**config.mk**
```make
export PLATFORM = sky130hd
export DESIGN_NAME = pc_unit
export DESIGN_NICKNAME = d
export VERILOG_FILES = /design/src/rtl/pc_pkg.sv /design/src/rtl/pc_ras.sv /design/src/rtl/pc_unit.sv
export SDC_FILE = /design/constraint.sdc
export NUM_CORES = 1
export LEC_CHECK = 0
export ABC_CLOCK_PERIOD_IN_PS = 11300
export CELL_PAD_IN_SITES_DETAIL_PLACEMENT = 1
export CELL_PAD_IN_SITES_GLOBAL_PLACEMENT = 2
export CORE_MARGIN = 2
export CORE_UTILIZATION = 32
export CTS_CLUSTER_DIAMETER = 60
export DETAILED_ROUTE_END_ITERATION = 8
export PLACE_DENSITY_LB_ADDON = 0.1
export SYNTH_ARGS = -nofsm -noshare
export SYNTH_HDL_FRONTEND = slang
export SYNTH_SLANG_ARGS = --single-unit
```
**constraint.sdc**
```tcl
create_clock -name clock -period 11.3 [get_ports clock]
set_clock_uncertainty 0.05 [all_clocks]
set_input_delay 1.13 -clock clock [delete_from_list [all_inputs] [get_ports clock]]
set_output_delay 1.13 -clock clock [all_outputs]
set_load 0.1 [all_outputs]
```
**src/rtl/pc_pkg.sv**
```systemverilog
// Shared types and constants for the program-counter unit: next-PC source
// encoding, the boot/run state type and the sequential fetch increment.
package pc_pkg;

  typedef enum logic [2:0] {
    PC_SEQ,
    PC_BR,
    PC_J,
    PC_JR,
    PC_RAS,
    PC_TRAP,
    PC_ERET,
    PC_HOLD
  } pc_sel_t;

  typedef enum logic {
    BOOT,
    RUN
  } pc_state_t;

  localparam int PC_INC = 4;

endpackage

```
**src/rtl/pc_ras.sv**
```systemverilog
// Circular return-address stack. A push onto a full stack overwrites the
// oldest entry while count saturates; push and pop together replace the top.
module pc_ras #(
  parameter int ADDR_W    = 32,
  parameter int RAS_DEPTH = 4
) (
  input  logic                         clock,
  input  logic                         reset,
  input  logic                         push,
  input  logic                         pop,
  input  logic [ADDR_W-1:0]            data,
  output logic [ADDR_W-1:0]            top,
  output logic [$clog2(RAS_DEPTH):0]   count,
  output logic                         empty
);

  localparam int PTR_W = $clog2(RAS_DEPTH);
  localparam logic [PTR_W:0] FULL_COUNT = (PTR_W+1)'(RAS_DEPTH);

  logic [ADDR_W-1:0] mem [RAS_DEPTH];
  logic [PTR_W-1:0]  ptr;
  logic [PTR_W-1:0]  top_idx;
  logic              pop_ok;

  // ptr is the next free slot; when full it also marks the oldest entry.
  assign top_idx = ptr - 1'b1;
  assign top     = mem[top_idx];
  assign empty   = (count == '0);
  assign pop_ok  = pop && !empty;

  always_ff @(posedge clock) begin
    if (!reset) begin
      ptr   <= '0;
      count <= '0;
    end else if (push && pop_ok) begin
      mem[top_idx] <= data;
    end else if (push) begin
      mem[ptr] <= data;
      ptr      <= ptr + 1'b1;
      if (count != FULL_COUNT) count <= count + 1'b1;
    end else if (pop_ok) begin
      ptr   <= ptr - 1'b1;
      count <= count - 1'b1;
    end
  end

endmodule

```
**src/rtl/pc_unit.sv**
```systemverilog
// Program-counter unit: boot/run FSM, prioritised next-PC selection, branch
// and jump target arithmetic, exception PC and the return-address stack.
module pc_unit
  import pc_pkg::*;
#(
  parameter int                ADDR_W       = 32,
  parameter logic [ADDR_W-1:0] RESET_VECTOR = '0,
  parameter logic [31:0]       TRAP_VECTOR  = 32'h8000_0180,
  parameter int                RAS_DEPTH    = 4
) (
  input  logic                       clock,
  input  logic                       reset,
  input  logic                       stall,
  input  logic                       branch_take,
  input  logic [15:0]                branch_imm,
  input  logic                       jump,
  input  logic [25:0]                jump_index,
  input  logic                       jump_reg,
  input  logic [ADDR_W-1:0]          reg_target,
  input  logic                       call,
  input  logic                       ret,
  input  logic                       trap,
  input  logic                       eret,
  output logic [ADDR_W-1:0]          pc,
  output logic [ADDR_W-1:0]          pc_plus4,
  output logic                       pc_valid,
  output logic [ADDR_W-1:0]          epc,
  output logic                       ras_underflow,
  output logic                       fsm_state,
  output logic [$clog2(RAS_DEPTH):0] ras_count
);

  pc_state_t         state;
  pc_sel_t           sel;
  logic [ADDR_W-1:0] next_pc;
  logic [ADDR_W-1:0] br_offset;
  logic [ADDR_W-1:0] br_target;
  logic [ADDR_W-1:0] j_target;
  logic [ADDR_W-1:0] trap_pc;
  logic [ADDR_W-1:0] ras_top;
  logic              ras_empty;
  logic              ras_push;
  logic              ras_pop;

  assign fsm_state = (state == RUN);

  assign pc_plus4  = pc + ADDR_W'(PC_INC);
  assign br_offset = {{(ADDR_W-18){branch_imm[15]}}, branch_imm, 2'b00};
  assign br_target = pc_plus4 + br_offset;
  assign j_target  = {pc_plus4[ADDR_W-1:28], jump_index, 2'b00};
  assign trap_pc   = ADDR_W'(TRAP_VECTOR);

  // Trap outranks stall so an exception is never lost behind a pipeline hold.
  always_comb begin
    sel = PC_SEQ;
    if (state == BOOT)                sel = PC_HOLD;
    else if (trap)                    sel = PC_TRAP;
    else if (stall)                   sel = PC_HOLD;
    else if (eret)                    sel = PC_ERET;
    else if (jump_reg && ret && !ras_empty) sel = PC_RAS;
    else if (jump_reg)                sel = PC_JR;
    else if (jump)                    sel = PC_J;
    else if (branch_take)             sel = PC_BR;
  end

  always_comb begin
    next_pc = pc_plus4;
    case (sel)
      PC_BR:   next_pc = br_target;
      PC_J:    next_pc = j_target;
      PC_JR:   next_pc = reg_target;
      PC_RAS:  next_pc = ras_top;
      PC_TRAP: next_pc = trap_pc;
      PC_ERET: next_pc = epc;
      PC_HOLD: next_pc = pc;
      default: next_pc = pc_plus4;
    endcase
  end

  assign ras_push = call && (sel == PC_J || sel == PC_JR || sel == PC_RAS);
  assign ras_pop  = (sel == PC_RAS);

  always_ff @(posedge clock) begin
    if (!reset) begin
      state         <= BOOT;
      pc            <= RESET_VECTOR;
      pc_valid      <= 1'b0;
      epc           <= '0;
      ras_underflow <= 1'b0;
    end else begin
      case (state)
        BOOT: begin
          state         <= RUN;
          pc_valid      <= 1'b1;
          ras_underflow <= 1'b0;
        end
        default: begin
          pc <= next_pc;
          if (sel == PC_TRAP) epc <= pc;
          // A ret that fell through to the register target found the stack empty.
          ras_underflow <= (sel == PC_JR) && ret;
        end
      endcase
    end
  end

  pc_ras #(
    .ADDR_W    (ADDR_W),
    .RAS_DEPTH (RAS_DEPTH)
  ) u_ras (
    .clock (clock),
    .reset (reset),
    .push  (ras_push),
    .pop   (ras_pop),
    .data  (pc_plus4),
    .top   (ras_top),
    .count (ras_count),
    .empty (ras_empty)
  );

endmodule

```
# == After elaboration in Yosys (flattened, before gate mapping) ==
# Memories as Yosys holds them, arrays and structs flattened.
# Index checks and enable logic that the tools add are counted.
# totals
regBits,72
ramBits,128
in_bits,84
out_inout_bits,102
word_cells,67
mem_count,1
# mem_list
name,depth,width,rd,rd_ports_with_merged_regs,wr,line,text
u_ras.mem,4,32,1,0,1,pc_ras.sv:20,logic [ADDR_W-1:0] mem [RAS_DEPTH];
# classes
add_sub_neg,6
eq_ne,9
muxes,25
n_bitwise,2
n_reduce_logical,17
# ops
cell,n
$pmux 32 s7,1
$add 32x3->32 const B,1
$add 32x32->32,1
$mux 32,1
$reduce_or 32->1,1
$mux 3,8
$eq 3x3->1 const B,4
$mux 1,10
$mux 2,5
$reduce_and 2->1,4
$eq 3x2->1 const B,2
$logic_and 1x1->1,6
$add 3x1->3 const B,1
$eq 3x1->1 const B,1
$logic_not 3->1,1
$ne 3x3->1 const B,1
$reduce_and 3->1,1
$sub 3x1->3 const B,1
$add 2x1->2 const B,1
$logic_or 1x1->1,2
$ne 2x2->1 const B,1
$not 1->1,2
$reduce_bool 2->1,1
$sub 2x1->2 const B,1
$logic_not 1->1,1

# == Depth between registers and ports, before layout ==
# Gate-level depths: netlist (run 1).
# depth
ltp_word,18
depth_mapped,19
depth_no_buf,17

# == Hierarchy ==
# Synthesis (run 1) repeated with hierarchy kept, for this count alone.
# unflattened
hier_cells,1044
area_unflattened_um2,11000.6
# by_module_without_submodules
mod,n_inst,cells_each,area_per_inst_um2,seq_area_each_um2
pc_unit,1,827,6000.8,1341.3
pc_ras,1,217,4999.8,3943.8

# == Least setup slack after synthesis (run 1) ==
# OpenSTA, ideal clock, no wires.
# synth_path
path_type,reg-to-reg
start,register pc[2]
end,register pc[25]
setup_ns,0.059
t_arrival_ns,6.161
setup_slack_ns,5.030
path_stages_with_launch,16
n_path_buf,0
period_less_slack_ns,6.270
cell_sequence,dfxtp_1 -> ha_1 -> and3_1 -> and2_1 -> nand4_1 -> or4_2 -> xnor2_1 -> ha_1 -> a21o_1 -> a21oi_1 -> a21oi_1 -> a211oi_1 -> mux2i_1 -> o22ai_1 -> o21ai_0 -> and2_1
# synth_between
elab_chain_len,3
# synth_rtl
item,line,text
from (decl),pc_unit.sv:24,"output logic [ADDR_W-1:0] pc,"
from (signal assigned),pc_unit.sv:98,pc <= next_pc;
$add 32x3->32,pc_unit.sv:47,assign pc_plus4 = pc + ADDR_W'(PC_INC);
via pc_plus4[18],pc_unit.sv:25,"output logic [ADDR_W-1:0] pc_plus4,"
$add 32x32->32,pc_unit.sv:49,assign br_target = pc_plus4 + br_offset;
$pmux 32 s7,pc_unit.sv:68,case (sel)
# The timed path passes the listed nets, and every way through them passes these cells.
# A chain may end at the register's enable or synchronous reset.

# == Final worst setup path (run 1) ==
# layout_path
start,register pc[2]
end,output pc_plus4[18]
# layout_between
elab_chain_len,1
# layout_rtl
item,line
$add 32x3->32,pc_unit.sv:47
to (decl),pc_unit.sv:25
# Every way passes these cells.

==> summary.md, run 1 <==
| Metric | Value |
|---|---|
| TritonRoute pass-1 iters | `5` |
| DP HPWL | `27200 µm` |
| Final hold violation count | `0` |
| Fin crit share | `0.492` |
| Final Power | `0.00179 W` |
| Clock transition at path regs | `0.08 ns` |
| Hold Crit Depth | `2` |
| Die Y | `185 µm` |
| Routed vias | `8441` |
| Ports | `186` |
| Worst r2r src | `pc[2]` |
| CP Max Fanout | `6` |
| Initial Utilization | `0.323` |
| Worst-Margin Slew | `1.05 ns` |
| CTS tree | `done` |
| Layout cells sized above 1 | `0.0932` |
| Maxcap violations | `0` |
| Pin count of the biggest net entering global routing | `38` |
| Slew margin rel. | `0.297` |
| FMAX | `180 MHz` |
| Setup violators final | `0` |
| Final core utilization | `0.413` |
| Clock sinks | `200` |
| Vias/cell | `5.38` |
| Port Buf Inserts | `185` |
| Ys flop type | `edfxtp_1` |
| GR Overflow Total | `0` |
| Iteration-0 DRC Markers | `610` |
| Mapped Area | `10400 µm²` |
| Status | `completed` |
| Worst vdd ir | `98.0 µV` |
| Total Die Area | `34100 µm²` |
| Number of global-route vias before repair | `8840` |
| Number of synthesized flops with an enable pin | `128` |
| Yosys warns | `0` |
| Asr flop ratio synth | `0` |
| Tot GR Track Use | `0.237` |
| Placed Area | `12800 µm²` |
| PD cells | `134 nW/µm²` |
| # nets final | `1241` |
| FF-to-FF setup slack | `6.44 ns` |
| Crit Reg-Reg Endpoint | `pc[31]` |
| Gate Count Post-Synth | `947` |
| Total CTS buffers | `17` |
| Cell variety after synth | `69` |
| GP Congestion | `0.781` |
| Fin Hold WS | `0.399 ns` |
| Routed wire length | `39500 µm` |
| Worst Reg-to-Reg Cells | `15` |
| Cell leakage power | `4.60 nW` |
| WL per Instance | `25.2 µm` |
| Hold Path Origin | `pc_valid` |
| # DRC | `0` |
| Hold Crit Endpoint | `pc_valid` |
| Unrepaired setup endpoints after global routing | `no` |
| Min-Delay Path Class | `reg2reg` |
| Setup CP Type | `reg2out` |
| Register area share after synthesis | `0.506` |
| Post-route ant nets | `0` |
| Most frequent cells in the layout | `clkdlybuf4s50_1 (185), nand2_1 (134), edfxtp_1 (128)` |
| Clock Latency Late Sink | `0.45 ns` |
| First-pass GRT wire length | `58700 µm` |
| Post-route minimum period | `5.56 ns` |
| Core Rows | `66` |
| H-tree Lvls | `4` |
| Worst Setup SP | `pc[2]` |
| Commonest non-fill, non-tap cell in the layout | `clkdlybuf4s50_1` |
| P&R area growth vs syn | `28.0%` |
| Number of hold buffers added after cts | `0` |
| N_diodes | `0` |
| Crit start category | `register` |
| Worst path required time | `10.12 ns` |
| Setup TNS | `0 ns` |
| Max Buffers Root-to-Sink | `2` |
| Critical Path End Type | `output port` |
| Area of the core | `32400 µm²` |
| Design area | `13400 µm²` |
| Count of pins over their slew limit | `0` |
| Initial antenna violation count | `0` |
| Crit path arrival time | `4.38 ns` |
| Syn Nets | `1074` |
| Die W | `185 µm` |
| Syn_area_per_cell | `11.0 µm²` |
| Resize count post-CTS | `0` |
| Post-synthesis sequential element count | `200` |
| Root buf cell | `clkbuf_16` |
| Post-CTS Setup Bufs | `0` |
-- critical path, cell delays in order (launching register included) --
cell and delay [ns]:
dfxtp_1 0.43, ha_1 0.29, and3_1 0.28, and2_1 0.18, nand4_1 0.26, or4_2 0.69, xnor2_1 0.53, clkdlybuf4s50_1 1.27
-- synthesized netlist by cell type (all sizes together), types with 5 or more instances --
cell	n	area, µm²
inv	21	78.8
o21ai	55	275
o221ai	5	43.8
a21oi	96	480
buf	15	113
a21o	10	75.1
a22oi	8	60.1
nand2	135	507
xnor2	38	352
o21a	7	52.6
o22ai	6	37.5
nor2	49	184
edfxtp	128	3840
a221o	9	90.1
nand4	13	103
a222oi	18	180
a221oi	12	105
ha	41	513
mux4	32	721
a31oi	8	50.1
nand3	16	80.1
clkbuf	43	161
or3	6	42.5
and2	7	43.8
dfxtp	72	1440
nand2b	5	31.3
xor2	19	174
and3	9	57.6
nor3	9	45.0
-- sequential cells by signal, summed over array words and instances, names as in the netlist --
register,count
pc,32
pc_valid,1
u_ras.mem,128
u_ras.count,3
ras_underflow,1
fsm_state,1
epc,32
u_ras.ptr,2
-- area by class of cell --
type | count | area [µm²]
clock buffer | 17 | 425
clock inverter | 15 | 165
fill | 3539 | 19000
inverter | 21 | 78.8
multi-input combinational | 668 | 4840
sequential | 200 | 5290
tap | 442 | 553
timing repair buffer | 206 | 2010
-- report_power, final --
part	switching, W	leakage, nW	internal, W
clock network	0.000309	0.290	0.000332
registers	0.0000167	1.79	0.000785
logic	0.000238	2.51	0.000108
-- metrics by stage --
stage	setup slack [ns]	instances
floorplan	5.03	947
global placement	6.29	1537
detailed placement	6.25	1537
CTS	5.72	1569
global route	5.49	1569
finish	5.74	1569
-- cells by family after synthesis --
kind of cell    count (synthesis)  share of synthesized area
mux                            36                     0.0729
compound gates                264                      0.163
simple gates                  268                      0.120
flops                         200                      0.506
buf+inv                        79                     0.0338
xor+xnor                       57                     0.0503
fa+ha+maj                      43                     0.0530
-- worst max-delay path by stage --
stage                   end  cells after the start  slack, ns
3_5_place_dp   pc_plus4[18]                      7       6.25
6_report       pc_plus4[18]                      7       5.74
5_1_grt        pc_plus4[18]                      7       5.49
4_1_cts        pc_plus4[18]                      7       5.72
3_3_place_gp   pc_plus4[18]                      7       6.29
2_1_floorplan        pc[25]                     15       5.03
-- metal layers --
layer  up-vias  wire [µm]  GRT usage
li1       3915          -          -
met1      4275      18700      0.334
met2       223      18400      0.385
met3        28       1890     0.0427
met4         0        461     0.0467
met5         -          0          0
No activity file was read; power rests on OpenSTA's default activity.
==> run 2, diff against run 1 <==
--- a/config.mk
+++ b/config.mk
@@ -5,7 +5,7 @@
 export SDC_FILE = /design/constraint.sdc
 export NUM_CORES = 1
 export LEC_CHECK = 0
-export ABC_CLOCK_PERIOD_IN_PS = 11300
+export ABC_CLOCK_PERIOD_IN_PS = 5700
 export CELL_PAD_IN_SITES_DETAIL_PLACEMENT = 1
 export CELL_PAD_IN_SITES_GLOBAL_PLACEMENT = 2
 export CORE_MARGIN = 2
==> constraint.sdc (replaced) <==
create_clock -name clock -period 5.7 [get_ports clock]
set_clock_uncertainty 0.05 [all_clocks]
set_input_delay 0.57 -clock clock [delete_from_list [all_inputs] [get_ports clock]]
set_output_delay 0.57 -clock clock [all_outputs]
set_load 0.1 [all_outputs]
==> run 2 against run 1 <==
Worst setup slack worse by 4.8 ns. Final cell count up 0.32%. Sequential power up 98%. Hold slack about the same. Sequential share of layout area down 0.55 points. Combinational power up 99%. Sequential cell count unchanged. Critical path type unchanged.
==> summary.md, run 2 (synthesized netlist as in run 1, its figures left out) <==
| Metric | Value |
|---|---|
| Worst-path cell chain | `nand4_4 -> nor4_4 -> nand4_2 -> or2_1 -> nor2_1 -> xor2_1 -> clkdlybuf4s50_1` |
| Most frequent cells in the layout | `clkdlybuf4s50_1 (184), nand2_1 (135), edfxtp_1 (128)` |
| Commonest non-fill, non-tap cell in the layout | `clkdlybuf4s50_1` |
| Die Y | `185 µm` |
| Min-Delay Path Class | `reg2reg` |
| FMAX | `210 MHz` |
| Hold Path Origin | `pc_valid` |
| Area taken by multi-input logic gates | `4970 µm²` |
| Setup WS post-layout | `0.939 ns` |
| Fin crit share | `0.835` |
| Setup CP Type | `reg2out` |
| Post-route minimum period | `4.76 ns` |
| Port Buf Inserts | `185` |
| Slowest cell on crit path | `clkdlybuf4s50_1` |
| N_diodes | `0` |
| Clock sinks | `200` |
| PD cells | `261 nW/µm²` |
| Die W | `185 µm` |
| Routed wire length | `40000 µm` |
| Hold Crit Depth | `2` |
| First-pass GRT wire length | `59400 µm` |
| P_int | `0.00242 W` |
| Count of pins over their slew limit | `0` |
| Maxcap violations | `0` |
| Iteration-0 DRC Markers | `735` |
| Ports | `186` |
| Crit start category | `register` |
| Crit Reg-Reg Endpoint | `pc[31]` |
| TritonRoute pass-1 iters | `6` |
| H-tree Lvls | `4` |
| Worst path required time | `5.08 ns` |
| Slew margin rel. | `0.175` |
| FF-to-FF setup slack | `1.03 ns` |
| Initial Utilization | `0.323` |
| GP Congestion | `0.823` |
| WP buf/inv | `1` |
| Tot GR Track Use | `0.241` |
| Worst r2r src | `pc[5]` |
| Resize count post-CTS | `0` |
| Layout cells sized above 1 | `0.112` |
| Grt met1 use | `0.338` |
| Status | `completed` |
| Clk pwr share | `0.355` |
| Pin count of the biggest net entering global routing | `33` |
| WL per Instance | `25.4 µm` |
| P&R area growth vs syn | `29.8%` |
| Met3 Usage GRT | `0.0492` |
| Final core utilization | `0.419` |
| # nets final | `1246` |
| Routed vias | `8556` |
| CTS tree | `done` |
| Total CTS buffers | `17` |
| Register bank with the most flops | `u_ras.mem` |
| Placed cell count | `1542` |
| Total Die Area | `34100 µm²` |
| Critical Path End Type | `output port` |
| Crit path largest cell delay | `1.25 ns` |
| Clock transition at path regs | `0.07 ns` |
| GR Util met2 | `0.388` |
| Unrepaired setup endpoints after global routing | `no` |
| Area of the core | `32400 µm²` |
| Worst vdd ir | `213 µV` |
| Biggest regs | `u_ras.mem: 128 flops, epc: 32 flops, pc: 32 flops` |
| Cell leakage power | `4.73 nW` |
| Initial antenna violation count | `0` |
| Most used routing layer | `met2` |
| Vias/cell | `5.44` |
| # DRC | `0` |
| GR Overflow Total | `0` |
| Worst Reg-to-Reg Cells | `15` |
| Number of global-route vias before repair | `8958` |
| Combinational Power Share | `0.195` |
| Post-route ant nets | `0` |
| Hold Crit Endpoint | `pc_valid` |
| Root buf cell | `clkbuf_16` |
| Max reg flops | `128` |
| Crit path arrival time | `4.14 ns` |
| Setup TNS | `0 ns` |
| DP HPWL | `27600 µm` |
| Cell family with most CP delay | `simple AND/OR/NAND/NOR gates` |
| Core Rows | `66` |
| Pre-CTS setup slack | `1.10 ns` |
| Seq pwr share | `0.450` |
| Number of fill cells | `3556` |
| Switch share | `0.317` |
| Post-CTS Setup Bufs | `0` |
| Worst-Margin Slew | `1.24 ns` |
| Max Buffers Root-to-Sink | `2` |
| Finished Layout Cells | `1574` |
| FF/Latch Area | `5290 µm²` |
| Setup violators final | `0` |
| CP Max Fanout | `9` |
| Clock Latency Late Sink | `0.46 ns` |
| Switching power of the nets | `0.00112 W` |
| Number of hold buffers added after cts | `0` |
| Final hold violation count | `0` |
[run 2: cell count changes in the layout (fill, tap and decap cells not counted), sizes merged]
cell           change
buf                +6
clkinv             -4
clkdlybuf4s50      -1
clkinvlp           +2
clkbuf             +3
bufinv             -1
[run 2: cell type report]
class | count | share of cell area
Clock inverter | 12 | 0.00960
Clock buffer | 20 | 0.0337
Timing Repair Buffer | 211 | 0.153
Inverter | 21 | 0.00582
Tap cell | 442 | 0.0408
Multi-Input combinational cell | 668 | 0.367
Sequential cell | 200 | 0.390
[run 2: worst max path at each step]
stage	from	end	slack [ns]	depth (start not counted)
global route	pc[2]	pc[31]	0.59	15
CTS	pc[12]	pc_plus4[29]	0.87	7
finish	pc[12]	pc_plus4[29]	0.94	7
detailed placement	pc[6]	pc[31]	1.10	15
floorplan	pc[12]	pc[31]	0.01	16
global placement	pc[6]	pc[31]	1.24	15
[run 2: per-layer routing]
layer,vias up,share of wire
met5,-,0
met4,0,0.010
met3,24,0.054
met2,239,0.46
met1,4359,0.47
li1,3934,-
[run 2: power groups by stage]
stage	clock network (W)	registers, W	logic [W]
2_1_floorplan	0	0.00174	0.000335
3_3_place_gp	0	0.00162	0.000691
3_5_place_dp	0	0.00163	0.000691
4_1_cts	0.00128	0.00159	0.000694
5_1_grt	0.00133	0.00160	0.000733
6_report	0.00126	0.00159	0.000690
[run 2: metrics by stage]
step	hold slack (ns)	power [W]	instance area [µm²]
CTS	0.403	0.00357	13600
global placement	0.386	0.00232	13000
floorplan	0.548	0.00208	10600
global route	0.432	0.00366	13600
finish	0.399	0.00354	13600
detailed placement	0.391	0.00232	13000
[run 2: worst min-delay path: cells and delay by family (launching register included)]
kind | cells | cell delay (ns)
flip-flops | 1 | 0.31
buffers and inverters | 1 | 0.05
AO/OA/AOI/OAI | 1 | 0.05
==> run 3, diff against run 2 <==
--- a/config.mk
+++ b/config.mk
@@ -5,11 +5,11 @@
 export SDC_FILE = /design/constraint.sdc
 export NUM_CORES = 1
 export LEC_CHECK = 0
-export ABC_CLOCK_PERIOD_IN_PS = 5700
+export ABC_CLOCK_PERIOD_IN_PS = 3900
 export CELL_PAD_IN_SITES_DETAIL_PLACEMENT = 1
 export CELL_PAD_IN_SITES_GLOBAL_PLACEMENT = 2
 export CORE_MARGIN = 2
-export CORE_UTILIZATION = 32
+export CORE_UTILIZATION = 31
 export CTS_CLUSTER_DIAMETER = 60
 export DETAILED_ROUTE_END_ITERATION = 8
 export PLACE_DENSITY_LB_ADDON = 0.1
==> constraint.sdc (replaced) <==
create_clock -name clock -period 3.9 [get_ports clock]
set_clock_uncertainty 0.05 [all_clocks]
set_input_delay 0.39 -clock clock [delete_from_list [all_inputs] [get_ports clock]]
set_output_delay 0.39 -clock clock [all_outputs]
set_load 0.1 [all_outputs]
==> run 3 against run 2 <==
Utilization grew 1.1 points. First-iteration DRC count down 26%. Hold slack improved by 0.0024 ns. Sequential power rose by 46%. Die area is 3.2% higher. Critical endpoint is now pc[19].
==> summary.md, run 3 (synthesized netlist as in run 1, its figures left out) <==
| Metric | Value |
|---|---|
| Ports | `186` |
| Crit start category | `register` |
| GP Congestion | `0.809` |
| H-tree Lvls | `4` |
| Routed wire length | `40000 µm` |
| Clock Latency Late Sink | `0.46 ns` |
| Worst path required time | `4.18 ns` |
| Tot GR Track Use | `0.232` |
| Min-Delay Path Class | `reg2reg` |
| Maxcap violations | `0` |
| Initial Utilization | `0.313` |
| Pre-CTS setup slack | `-0.0146 ns` |
| Slew margin rel. | `0.300` |
| N_diodes | `0` |
| # nets final | `1292` |
| Initial antenna violation count | `0` |
| Port Buf Inserts | `185` |
| Die W | `188 µm` |
| TritonRoute pass-1 iters | `7` |
| Pin count of the biggest net entering global routing | `35` |
| Clock transition at path regs | `0.08 ns` |
| Routed vias | `8655` |
| Final hold violation count | `0` |
| Core Rows | `67` |
| FMAX | `272 MHz` |
| Max Buffers Root-to-Sink | `2` |
| Commonest non-fill, non-tap cell in the layout | `clkdlybuf4s50_1` |
| CTS tree | `done` |
| Unrepaired setup endpoints after global routing | `yes` |
| Total Die Area | `35200 µm²` |
| # DRC | `0` |
| Post-route minimum period | `3.68 ns` |
| Area of the core | `33400 µm²` |
| Crit path largest cell delay | `0.41 ns` |
| GR Overflow Total | `0` |
| Setup violators final | `0` |
| P&R area growth vs syn | `37.3%` |
| Worst-path cell chain | `and3_4 -> and3_4 -> and2_4 -> nand4_1 -> buf_4 -> xnor2_4 -> ha_4 -> and4_1 -> a21oi_1 -> o21ai_1 -> o311a_4 -> a21bo_2 -> xor2_1 -> a21oi_1 -> a2111oi_1` |
| PD cells | `357 nW/µm²` |
| Number of global-route vias before repair | `9042` |
| Critical Path End Type | `register` |
| Worst vdd ir | `316 µV` |
| Most frequent cells in the layout | `clkdlybuf4s50_1 (158), nand2_1 (133), edfxtp_1 (128)` |
| Clock sinks | `200` |
| Total CTS buffers | `17` |
| WP buf/inv | `1` |
| Register bank with the most flops | `u_ras.mem` |
| Count of pins over their slew limit | `0` |
| Biggest regs | `u_ras.mem: 128 flops, epc: 32 flops, pc: 32 flops` |
| Worst-Margin Slew | `1.05 ns` |
| Setup WS post-layout | `0.221 ns` |
| CP Max Fanout | `7` |
| Cell leakage power | `5.07 nW` |
| WL per Instance | `24.6 µm` |
| DP HPWL | `28600 µm` |
| Iteration-0 DRC Markers | `543` |
| Vias/cell | `5.32` |
| Setup CP Type | `reg2reg` |
| First-pass GRT wire length | `60000 µm` |
| Layout cells sized above 1 | `0.217` |
| Number of hold buffers added after cts | `0` |
| Max reg flops | `128` |
| Status | `completed` |
| Die Y | `188 µm` |
| Root buf cell | `clkbuf_16` |
| Slowest cell on crit path | `o311a_4` |
| Post-route ant nets | `0` |
| Cell family with most CP delay | `compound AO/OA/AOI/OAI gates` |
| Crit path arrival time | `3.96 ns` |
| Fin crit share | `0.943` |
| Final core utilization | `0.430` |
[run 3: layout make-up]
cell class | instances | area (µm²)
well taps | 448 | 561
fillers | 3663 | 19000
inverters | 21 | 78.8
clock inverters | 12 | 104
multi-input cells | 668 | 5420
flip-flops and latches | 200 | 5360
clock buffers | 20 | 437
repair buffers | 257 | 2370
[run 3: worst reg2reg max path: cells and delay by family (launching register included)]
kind            cells  cell delay (ns)
buf+inv             1             0.20
compound gates      6             1.38
fa+ha+maj           1             0.25
flops               1             0.39
simple gates        5             0.89
xor+xnor            2             0.40
[run 3: power breakdown]
group          switching (W)  total [W]  internal [W]
clock               0.000829    0.00171      0.000878
combinational       0.000714    0.00108      0.000367
sequential         0.0000487    0.00232       0.00227
total                0.00159    0.00511       0.00352
[run 3: metrics by stage]
stage | power (W) | setup TNS (ns) | instance area (µm²) | hold WS [ns] | instances
finish | 0.00511 | 0 | 14300 | 0.401 | 1626
global route | 0.00531 | -0.0858 | 14300 | 0.426 | 1626
CTS | 0.00516 | 0 | 14200 | 0.404 | 1621
detailed placement | 0.00344 | -0.0146 | 13700 | 0.393 | 1589
global placement | 0.00344 | 0 | 13700 | 0.385 | 1589
floorplan | 0.00306 | -4.56 | 11000 | 0.368 | 947
[run 3: timing repair]
item / in CTS / in global routing
hold endpoints to repair: 0 / 0
resized for setup: 2 / 14
pin swaps: 0 / 3
buffers inserted: 0 / 5
endpoints found under the setup margin: 2 / 9
[run 3: routing by layer]
| layer | global-route usage | vias to the layer above | share of wire | routed length [µm] |
|---|---|---|---|---|
| met1 | 0.328 | 4380 | 0.47 | 18800 |
| met2 | 0.376 | 212 | 0.47 | 18900 |
| met5 | 0 | - | 0 | 0 |
| li1 | - | 4033 | - | - |
| met4 | 0.0500 | 0 | 0.010 | 414 |
| met3 | 0.0361 | 30 | 0.047 | 1860 |
[run 3: path summary, 6_finish.rpt]
check,from,to,slack (ns),cells after the start
worst max-delay path,pc[5],pc[19],0.22,15
worst max register to register,pc[5],pc[19],0.22,15
worst min register to register,pc_valid,pc_valid,0.40,2
worst min-delay path,pc_valid,pc_valid,0.40,2
